### config.mk
export PLATFORM = sky130hd
export DESIGN_NAME = s1s2_stream_flat
export DESIGN_NICKNAME = d
export VERILOG_FILES = /design/src/rtl/s1s2_stream_pkg.sv /design/src/rtl/s1s2_stream_if.sv /design/src/rtl/s1s2_stream_sync_fifo.sv /design/src/rtl/s1s2_stream.sv /design/src/flat_wrapper.sv
export SDC_FILE = /design/constraint.sdc
export NUM_CORES = 1
export LEC_CHECK = 0
export CAP_MARGIN = 15
export CORE_MARGIN = 2
export CORE_UTILIZATION = 50
export DETAILED_ROUTE_END_ITERATION = 6
export PLACE_DENSITY = 0.71
export SYNTH_ARGS = -nofsm -noshare
export SYNTH_HDL_FRONTEND = slang
export SYNTH_SLANG_ARGS = --single-unit
### constraint.sdc
create_clock -name clk -period 6.79 [get_ports clk]
set_input_delay 2.037 -clock clk [delete_from_list [all_inputs] [get_ports clk]]
set_output_delay 2.037 -clock clk [all_outputs]
set_load 0.02 [all_outputs]
### src/rtl/s1s2_stream_pkg.sv
// Shared definitions for the S1S2 memory streamer: width helper macro and FSM state encoding.
`ifndef CLOG2
`define CLOG2(x) (((x) <= 2) ? 1 : $clog2(x))
`endif

package s1s2_stream_pkg;

  typedef enum logic [1:0] {
    ST_IDLE  = 2'd0,
    ST_RUN   = 2'd1,
    ST_DRAIN = 2'd2,
    ST_DONE  = 2'd3
  } state_e;

endpackage

### src/rtl/s1s2_stream_if.sv
// Memory read bus plus the output beat handshake of the S1S2 streamer.
interface s1s2_stream_if #(
  parameter int m = 67,
  parameter int n = 83
);
  localparam int AW = `CLOG2(2*n);

  logic [2*m-1:0] S1S2_din;
  logic [AW-1:0]  S1S2_addr;
  logic           S1S2_rw;
  logic           out_valid;
  logic           out_ready;
  logic [m-1:0]   out_s1;
  logic [m-1:0]   out_s2;
  logic [AW-1:0]  out_idx;
  logic           out_last;

  modport master (
    input  S1S2_din, out_ready,
    output S1S2_addr, S1S2_rw, out_valid, out_s1, out_s2, out_idx, out_last
  );

  modport slave (
    output S1S2_din, out_ready,
    input  S1S2_addr, S1S2_rw, out_valid, out_s1, out_s2, out_idx, out_last
  );
endinterface

### src/rtl/s1s2_stream_sync_fifo.sv
// Synchronous FIFO (sync_fifo) with registered storage; a push into an empty FIFO is visible next cycle.
module s1s2_stream_sync_fifo #(
  parameter int WIDTH = 8,
  parameter int DEPTH = 4
) (
  input  logic                           clk,
  input  logic                           rst,
  input  logic                           push_i,
  input  logic [WIDTH-1:0]               wdata_i,
  input  logic                           pop_i,
  output logic [WIDTH-1:0]               rdata_o,
  output logic                           empty_o,
  output logic [`CLOG2(DEPTH+1)-1:0]     count_o
);
  localparam int PW = `CLOG2(DEPTH);
  localparam int CW = `CLOG2(DEPTH+1);

  logic [WIDTH-1:0] mem_q [DEPTH];
  logic [PW-1:0]    wr_ptr_q, wr_ptr_d;
  logic [PW-1:0]    rd_ptr_q, rd_ptr_d;
  logic [CW-1:0]    cnt_q, cnt_d;
  logic             do_push, do_pop;

  function automatic logic [PW-1:0] ptr_inc(input logic [PW-1:0] p);
    return (p == PW'(DEPTH-1)) ? '0 : p + 1'b1;
  endfunction

  // A pop frees the head slot in the same edge, so a push on a full FIFO is still accepted.
  always_comb begin
    do_pop   = pop_i && (cnt_q != '0);
    do_push  = push_i && ((cnt_q != CW'(DEPTH)) || do_pop);
    wr_ptr_d = do_push ? ptr_inc(wr_ptr_q) : wr_ptr_q;
    rd_ptr_d = do_pop  ? ptr_inc(rd_ptr_q) : rd_ptr_q;
    case ({do_push, do_pop})
      2'b10:   cnt_d = cnt_q + 1'b1;
      2'b01:   cnt_d = cnt_q - 1'b1;
      default: cnt_d = cnt_q;
    endcase
  end

  always_ff @(posedge clk) begin
    if (rst) begin
      wr_ptr_q <= '0;
      rd_ptr_q <= '0;
      cnt_q    <= '0;
    end else begin
      wr_ptr_q <= wr_ptr_d;
      rd_ptr_q <= rd_ptr_d;
      cnt_q    <= cnt_d;
    end
  end

  always_ff @(posedge clk) begin
    if (do_push) mem_q[wr_ptr_q] <= wdata_i;
  end

  assign rdata_o = mem_q[rd_ptr_q];
  assign empty_o = (cnt_q == '0);
  assign count_o = cnt_q;
endmodule

### src/rtl/s1s2_stream.sv
// Streams all 2n words of the S1S2 memory out as {s1, s2, idx, last} beats under a credit-limited read pipeline.
module s1s2_stream
  import s1s2_stream_pkg::*;
#(
  parameter int m          = 67,
  parameter int n          = 83,
  parameter int DELAY_rd   = 2,
  parameter int FIFO_DEPTH = DELAY_rd + 2
) (
  input  logic          clk,
  input  logic          rst,
  input  logic          start,
  output logic          busy,
  output logic          finish,
  s1s2_stream_if.master bus
);
  localparam int WORDS = 2 * n;
  localparam int AW    = `CLOG2(WORDS);
  localparam int FW    = 2 * m + AW + 1;
  localparam int CW    = `CLOG2(FIFO_DEPTH + 1);
  localparam int OW    = `CLOG2(DELAY_rd + 1);

  state_e          state_q, state_d;
  logic [AW-1:0]   addr_q, addr_d;
  logic            issue;

  logic [DELAY_rd-1:0] inf_vld_q;
  logic [AW-1:0]       inf_idx_q [DELAY_rd];
  logic [OW-1:0]       n_inflight;
  logic                credit_ok;

  logic            push, pop, fifo_empty;
  logic [FW-1:0]   push_data, head;
  logic [CW-1:0]   fifo_cnt;
  logic [m-1:0]    head_s1, head_s2;
  logic [AW-1:0]   head_idx;
  logic            head_last, out_valid;

  always_comb begin
    n_inflight = '0;
    for (int i = 0; i < DELAY_rd; i++) n_inflight = n_inflight + OW'(inf_vld_q[i]);
    credit_ok = (int'(n_inflight) + int'(fifo_cnt)) < FIFO_DEPTH;
  end

  // Control: FSM and address issue
  always_comb begin
    state_d = state_q;
    addr_d  = addr_q;
    issue   = 1'b0;
    case (state_q)
      ST_IDLE: begin
        if (start) begin
          issue   = 1'b1;
          addr_d  = '0;
          state_d = ST_RUN;
        end
      end
      ST_RUN: begin
        if (credit_ok) begin
          issue  = 1'b1;
          addr_d = addr_q + 1'b1;
          if (addr_q == AW'(WORDS - 2)) state_d = ST_DRAIN;
        end
      end
      ST_DRAIN: if (pop && head_last) state_d = ST_DONE;
      ST_DONE:  state_d = ST_IDLE;
      default:  state_d = ST_IDLE;
    endcase
    busy   = (state_q != ST_IDLE);
    finish = (state_q == ST_DONE);
  end

  always_ff @(posedge clk) begin
    if (rst) begin
      state_q   <= ST_IDLE;
      addr_q    <= '0;
      inf_vld_q <= '0;
    end else begin
      state_q      <= state_d;
      addr_q       <= addr_d;
      inf_vld_q[0] <= issue;
      for (int i = 1; i < DELAY_rd; i++) inf_vld_q[i] <= inf_vld_q[i-1];
    end
  end

  // Read latency tracking: the index rides alongside the valid bit
  always_ff @(posedge clk) begin
    inf_idx_q[0] <= addr_d;
    for (int i = 1; i < DELAY_rd; i++) inf_idx_q[i] <= inf_idx_q[i-1];
  end

  assign push      = inf_vld_q[DELAY_rd-1];
  assign push_data = {bus.S1S2_din, inf_idx_q[DELAY_rd-1], (inf_idx_q[DELAY_rd-1] == AW'(WORDS - 1))};

  s1s2_stream_sync_fifo #(
    .WIDTH (FW),
    .DEPTH (FIFO_DEPTH)
  ) u_fifo (
    .clk     (clk),
    .rst     (rst),
    .push_i  (push),
    .wdata_i (push_data),
    .pop_i   (pop),
    .rdata_o (head),
    .empty_o (fifo_empty),
    .count_o (fifo_cnt)
  );

  // Output stage: fields from the FIFO head, forced to zero while no beat is offered
  assign head_s1   = head[FW-1 -: m];
  assign head_s2   = head[FW-m-1 -: m];
  assign head_idx  = head[AW:1];
  assign head_last = head[0];
  assign out_valid = !fifo_empty;
  assign pop       = out_valid && bus.out_ready;

  assign bus.out_valid = out_valid;
  assign bus.out_s1    = out_valid ? head_s1  : '0;
  assign bus.out_s2    = out_valid ? head_s2  : '0;
  assign bus.out_idx   = out_valid ? head_idx : '0;
  assign bus.out_last  = out_valid && head_last;
  assign bus.S1S2_addr = addr_q;
  assign bus.S1S2_rw   = 1'b0;
endmodule

### src/flat_wrapper.sv
// flat-port wrapper written by rule: the top's interface ports become plain ports
module s1s2_stream_flat import s1s2_stream_pkg::*;
#(
  parameter int m          = 67,
  parameter int n          = 83,
  parameter int DELAY_rd   = 2,
  parameter int FIFO_DEPTH = DELAY_rd + 2
)
  (clk, rst, start, busy, finish, bus_S1S2_din, bus_out_ready, bus_S1S2_addr, bus_S1S2_rw, bus_out_valid, bus_out_s1, bus_out_s2, bus_out_idx, bus_out_last);
  s1s2_stream_if #(.m(m), .n(n)) bus_i ();
  input  logic clk;
  input  logic rst;
  input  logic start;
  output logic busy;
  output logic finish;
  input wire logic [$bits(bus_i.S1S2_din)-1:0] bus_S1S2_din;
  input wire logic [$bits(bus_i.out_ready)-1:0] bus_out_ready;
  output wire logic [$bits(bus_i.S1S2_addr)-1:0] bus_S1S2_addr;
  output wire logic [$bits(bus_i.S1S2_rw)-1:0] bus_S1S2_rw;
  output wire logic [$bits(bus_i.out_valid)-1:0] bus_out_valid;
  output wire logic [$bits(bus_i.out_s1)-1:0] bus_out_s1;
  output wire logic [$bits(bus_i.out_s2)-1:0] bus_out_s2;
  output wire logic [$bits(bus_i.out_idx)-1:0] bus_out_idx;
  output wire logic [$bits(bus_i.out_last)-1:0] bus_out_last;
  assign bus_i.S1S2_din = bus_S1S2_din;
  assign bus_i.out_ready = bus_out_ready;
  assign bus_S1S2_addr = bus_i.S1S2_addr;
  assign bus_S1S2_rw = bus_i.S1S2_rw;
  assign bus_out_valid = bus_i.out_valid;
  assign bus_out_s1 = bus_i.out_s1;
  assign bus_out_s2 = bus_i.out_s2;
  assign bus_out_idx = bus_i.out_idx;
  assign bus_out_last = bus_i.out_last;
  s1s2_stream #(.m(m), .n(n), .DELAY_rd(DELAY_rd), .FIFO_DEPTH(FIFO_DEPTH)) u_core (.clk(clk), .rst(rst), .start(start), .busy(busy), .finish(finish), .bus(bus_i));
endmodule
==> results of run 1 <==
==> cells in the mapped netlist <==
| cell | number |
|---|---|
| edfxtp_1 | 572 |
| and2_1 | 150 |
| mux4_2 | 143 |
| dfxtp_1 | 37 |
| clkbuf_1 | 29 |
| buf_2 | 18 |
| inv_1 | 13 |
| ha_1 | 12 |
| o21ai_0 | 12 |
| nand2_1 | 11 |
| nor2b_1 | 10 |
| nor2_1 | 9 |
| a21oi_1 | 8 |
| nand3_1 | 4 |
| nor3_1 | 4 |
| a41oi_1 | 3 |
| buf_1 | 3 |
| nand2b_1 | 3 |
| a2bb2oi_1 | 2 |
| mux2i_1 | 2 |
| nand4_1 | 2 |
| nand4bb_1 | 2 |
| o31ai_2 | 2 |
| o41ai_2 | 2 |
| xnor2_1 | 2 |
| a211oi_1 | 1 |
| a21boi_1 | 1 |
| a31oi_1 | 1 |
| and2_4 | 1 |
| and4_1 | 1 |
| buf_4 | 1 |
| buf_6 | 1 |
| conb_1 | 1 |
| fa_1 | 1 |
| nand3_2 | 1 |
| nand4b_1 | 1 |
| o211a_1 | 1 |
| o21a_1 | 1 |
| o31ai_1 | 1 |
| o41a_1 | 1 |
| or3_4 | 1 |
==> cells by family (layout without fill, tap and decap cells) <==
| kind of cell | Yosys count | in the layout | share of synthesized area |
|---|---|---|---|
| AOI/OAI and AO/OA | 36 | 36 | 0.01121 |
| xor gates and xnor gates | 2 | 2 | 0.0007583 |
| adders and majority gates | 13 | 13 | 0.007365 |
| buffers and inverters | 65 | 430 | 0.01202 |
| DFF | 609 | 609 | 0.7755 |
| muxes | 145 | 145 | 0.1403 |
| other | 1 | 2 | 0.0001623 |
| and+or+nand+nor | 200 | 200 | 0.05269 |
==> through the flow <==
| step | hold WS, ns | cells | setup slack, ns | total power, mW | instance area, sq um |
|---|---|---|---|---|---|
| 3_5_place_dp | 0.3121 | 1926 | 2.129 | 8.107 | 26760 |
| 5_1_grt | 0.3301 | 2036 | 1.324 | 11.52 | 28590 |
| 2_1_floorplan | 0.3096 | 1071 | 0.7621 | 6.517 | 23100 |
| 3_3_place_gp | 0.3116 | 1926 | 2.119 | 8.091 | 26760 |
| 6_report | 0.3271 | 2037 | 1.510 | 11.06 | 28600 |
| 4_1_cts | 0.3256 | 2036 | 1.447 | 11.21 | 28590 |
==> power by group <==
| group | internal (mW) | switching (mW) | total [mW] |
|---|---|---|---|
| clock | 1.79 | 1.29 | 3.09 |
| sequential | 4.30 | 0.0944 | 4.40 |
| combinational | 1.72 | 1.86 | 3.57 |
| total | 7.81 | 3.25 | 11.1 |
==> registers in the layout (all words and copies together), names as in the netlist, named ones only <==
signal	cells
u_core.inf_vld_q	2
u_core.bus.S1S2_addr	8
u_core.state_q	2
u_core.u_fifo.count_o	3
u_core.inf_idx_q	16
u_core.u_fifo.mem_q	572
u_core.u_fifo.rd_ptr_q	2
u_core.u_fifo.wr_ptr_q	2
==> area by class of cell <==
cell class / count / area (sq um)
tap: 600 / 750.7
clock buffer: 85 / 1614
sequential: 609 / 17920
clock inverter: 25 / 217.7
antenna: 1 / 2.502
inverter: 13 / 48.80
timing repair buffer: 307 / 3120
multi-input combinational: 397 / 4918
fill: 3174 / 16880
==> per-layer routing <==
layer	global-route usage	vias up	wire length [um]
met5	0	-	46
met1	0.2684	5764	19850
li1	-	4963	-
met4	0.03896	8	561
met2	0.3058	316	22360
met3	0.04754	52	2895
==> worst max path at each step <==
| stage | end | start | cells past startpoint |
|---|---|---|---|
| 2_1_floorplan | u_core.u_fifo.mem_q[0][0]$_DFFE_PP_ | bus_out_ready | 2 |
| 3_5_place_dp | bus_out_s2[24] | u_core.u_fifo.count_o[1]$_SDFFE_PP0P_ | 4 |
| 6_report | bus_out_s2[31] | u_core.u_fifo.count_o[1]$_SDFFE_PP0P_ | 4 |
| 5_1_grt | bus_out_s2[31] | u_core.u_fifo.count_o[1]$_SDFFE_PP0P_ | 4 |
| 3_3_place_gp | bus_out_s2[31] | u_core.u_fifo.count_o[1]$_SDFFE_PP0P_ | 4 |
| 4_1_cts | bus_out_s2[31] | u_core.u_fifo.count_o[1]$_SDFFE_PP0P_ | 4 |
==> critical path: cells and delay by family, from the launching register on <==
family	cells	cell delay, ns
flip-flops	1	0.48
buffers and inverters	2	1.17
AND/OR/NAND/NOR	2	0.91
==> impl_metrics.tcl, run 1 <==
set metrics [dict create \
    wl_um 45720 \
    worstPathRequired_ns 4.75 \
    crit_slowest_cell "or3_4" \
    wire_per_inst_um 22.44 \
    layout_commonest_cell "edfxtp_1" \
    fp.dieW_um 219.0 \
    synth_top_area_frac 0.7435 \
    antenna_found_initial 4 \
    setup-tns-final_ns 0 \
    slew_viol_final 0 \
    root_buffer "clkbuf_16" \
    period_needed_ns 5.280 \
    r2r_slack_ns 3.63 \
    first_pass_iters 5 \
    max_cap_viol_count 0 \
    crit_fanout 68 \
    drtAntennaViolNets 0 \
    r2r_cells 8 \
    hold_buffers 0 \
    slew_headroom 0.4681 \
    power_leakage_nw 9.015 \
    dp_hpwl_um 26930 \
    p_per_area_nw_per_um2 386.7 \
    hold_violations 0 \
    status "completed" \
    fin_crit_sh 0.7776 \
    die_h_um 219.0 \
    ys_ff_latch 609 \
    synth_top_area_cell "edfxtp_1" \
    worst_path_largest_cell_delay_ns 0.66 \
    whs_path_depth 0 \
    syn2layout_area_growth_pct 23.78 \
    post-route-drc-count 0 \
    cts_tree "done" \
    core_area_sq_um 45480 \
    tightest_slew_ns 0.7978 \
    hold_end "u_core.inf_idx_q[0][12]$_DFF_P_" \
    clock.fmax_mhz 189.4 \
    htreeDepth 2 \
    grt_overflow 0 \
    setup_viol 0 \
    dieArea_sq_um 47940 \
    critPathCaptureType "primary output" \
    avgViaCountPerCell 5.451 \
    rsz0062_at_grt "false" \
    clkTransAtPathRegs_ns 0.06 \
    place_congestion 0.8105 \
    syn_inst 1071 \
    numCtsBuffers 59 \
    syn_nets 1222 \
    grt_pass1_wl_um 68380 \
    hp-start "u_core.inf_idx_q[0][4]$_DFF_P_" \
    drtIter0Drc 793 \
    track_usage 0.1904 \
    hold_class "reg -> reg" \
    clock-sinks 609 \
    nNetsFinal 1538 \
    grt_max_degree 95 \
    utilization 0.6288 \
    clock_skew_ns 0.02214 \
    avgSynthCellArea_sq_um 21.57 \
    io_pins 293 \
    cts_buffer_depth 3 \
    rows 78 \
    worstSkewPairLatency_ns 0.60 \
    cts_setup_buffers 0 \
    yosysWarningCount 0 \
    ys_types 41 \
    ys_seq_area_frac 0.7755 \
    cts_resized 0 \
    start_kind "flip-flop" \
    syn_area_sq_um 23100 \
    worstSetupPathType "reg -> out" \
    final_cell_mix "572 x edfxtp_1, 291 x clkdlybuf4s50_1, 146 x and2_1, 143 x mux4_2, 59 x clkbuf_16" \
    crit_chain "or3_4 -> buf_4 -> and2_1 -> clkdlybuf4s50_1" \
    start_util 0.5080 \
    ir_worst_vdd_mv 0.2277 \
    first_global_vias 11340 \
    r2r_start "u_core.u_fifo.count_o[1]$_SDFFE_PP0P_" \
    drive_above_1_share 0.1713 \
    synth_area_leaders "edfxtp_1 74%, mux4_2 14%, and2_1 4.1%, dfxtp_1 3.2%, ha_1 0.65%" \
    cp_data_arrival_time_ns 3.24 \
    r2r-end "u_core.u_fifo.count_o[2]$_SDFFE_PP0P_" \
    port_buffers 291 \
    vias 11100 \
]
Power figures use the tool's default switching activity.
==> inputs of run 2 (changes only) <==
PLACE_DENSITY = 0.74   (was 0.71)
clock period = 4.7 ns   (was 6.79 ns; I/O delays follow)
==> run 2 against run 1 <==
Net effect:
- critical path depth unchanged
- routed wire length increased by 4.6%
- setup slack got worse by 1.2 ns
==> impl_metrics.tcl, run 2 (synthesis results as in run 1) <==
set metrics [dict create \
    htreeDepth 2 \
    wl_um 47810 \
    place_congestion 0.7964 \
    rows 78 \
    tightest_slew_ns 0.8123 \
    power_leakage_nw 9.089 \
    first_pass_iters 5 \
    hold_class "reg -> reg" \
    core_area_sq_um 45480 \
    place_inst 1931 \
    worstSkewPairLatency_ns 0.60 \
    busiest_layer "met2" \
    critPathCaptureType "primary output" \
    final_cell_mix "572 x edfxtp_1, 291 x clkdlybuf4s50_1, 146 x and2_1, 143 x mux4_2, 58 x clkbuf_16" \
    holdWs_ns 0.3261 \
    fp.dieW_um 219.0 \
    dp_hpwl_um 28550 \
    cts_resized 0 \
    total_power_mw 16.13 \
    setup-tns-final_ns 0 \
    cts_buffer_depth 3 \
    use_met1 0.2798 \
    numCtsBuffers 58 \
    layout_commonest_cell "edfxtp_1" \
    antenna_found_initial 8 \
    slew_headroom 0.4585 \
    gr-usage-met3 0.05156 \
    clock_skew_ns 0.01226 \
    clock-sinks 609 \
    rsz0062_at_grt "false" \
    status "completed" \
    p_per_area_nw_per_um2 559.9 \
    track_usage 0.2017 \
    cp_data_arrival_time_ns 2.96 \
    worstPathRequired_ns 3.29 \
    drive_above_1_share 0.1780 \
    dieArea_sq_um 47940 \
    grt_overflow 0 \
    wire_per_inst_um 23.39 \
    slew_viol_final 0 \
    start_util 0.5080 \
    grt_max_degree 136 \
    place_area_sq_um 26930 \
    clock.fmax_mhz 228.8 \
    instances_no_fill 2044 \
    nNetsFinal 1542 \
    post-route-drc-count 0 \
    fin_crit_sh 0.9299 \
    hold_buffers 0 \
    largest-register "u_core.u_fifo.mem_q" \
    clkTransAtPathRegs_ns 0.06 \
    setup_viol 0 \
    use_met2 0.3179 \
    grt_pass1_wl_um 71860 \
    drtIter0Drc 801 \
    hold_violations 0 \
    drtAntennaViolNets 0 \
    vias 11280 \
    period_needed_ns 4.370 \
    first_global_vias 11760 \
    start_kind "flip-flop" \
    max_cap_viol_count 0 \
    root_buffer "clkbuf_16" \
    avgViaCountPerCell 5.519 \
    crit_fanout 23 \
    die_h_um 219.0 \
    cts_setup_buffers 0 \
    largest_reg_flops 572 \
    io_pins 293 \
    cts_tree "done" \
    port_buffers 291 \
    ir_worst_vdd_mv 0.5056 \
    worstSetupPathType "reg -> out" \
    syn2layout_area_growth_pct 24.66 \
    stdcell_area_sq_um 28800 \
]
-- run 2: area by class of cell --
| cell class | instances | area [sq um] |
|---|---|---|
| Inverter | 13 | 48.80 |
| Timing Repair Buffer | 312 | 3283 |
| Fill cell | 3146 | 16680 |
| Antenna cell | 6 | 15.01 |
| Clock buffer | 73 | 1508 |
| Sequential cell | 609 | 17920 |
| Tap cell | 600 | 750.7 |
| Multi-Input combinational cell | 397 | 4918 |
| Clock inverter | 34 | 352.8 |
-- run 2: final timing paths --
path                                        from                         endpoint  slack (ns)  cells after the start
hold / removal    u_core.inf_idx_q[0][6]$_DFF_P_  u_core.inf_idx_q[0][14]$_DFF_P_        0.33                      0
setup / recovery                       flip-flop                     bus_out_last        0.33                      4
hold reg to reg   u_core.inf_idx_q[0][6]$_DFF_P_  u_core.inf_idx_q[0][14]$_DFF_P_        0.33                      0
setup reg to reg                       flip-flop   u_core.state_q[0]$_SDFFE_PP0P_        2.49                      6
-- run 2: routing by layer --
| metal | share of wire | wire [um] |
|---|---|---|
| met1 | 0.43 | 20360 |
| met2 | 0.48 | 23030 |
| met3 | 0.069 | 3295 |
| met4 | 0.023 | 1094 |
| met5 | 0.00082 | 39 |
-- run 2: metrics by stage --
step           worst slack, ns  utilization
5_1_grt                 0.1465       0.6332
4_1_cts                 0.2191       0.6330
3_5_place_dp            0.8982       0.5921
3_3_place_gp            0.8890       0.5921
2_1_floorplan           0.9023            -
6_report                0.3297       0.6333
-- run 2: report_power, final --
group	switching, mW	internal, mW
registers	0.143	6.21
logic	2.68	2.53
clock network	1.91	2.65
-- run 2: worst max-delay path, stage by stage, from the launching register on --
cell and delay (ns):
dfxtp_4 0.71, buf_12 0.30, mux4_2 0.59, and2_1 0.20, clkdlybuf4s50_1 0.53
==> inputs of run 3 (changes only) <==
CAP_MARGIN = not set   (was 15)
==> results of run 3 <==
The final DEF is identical to that of run 2; final timing and power are the same.
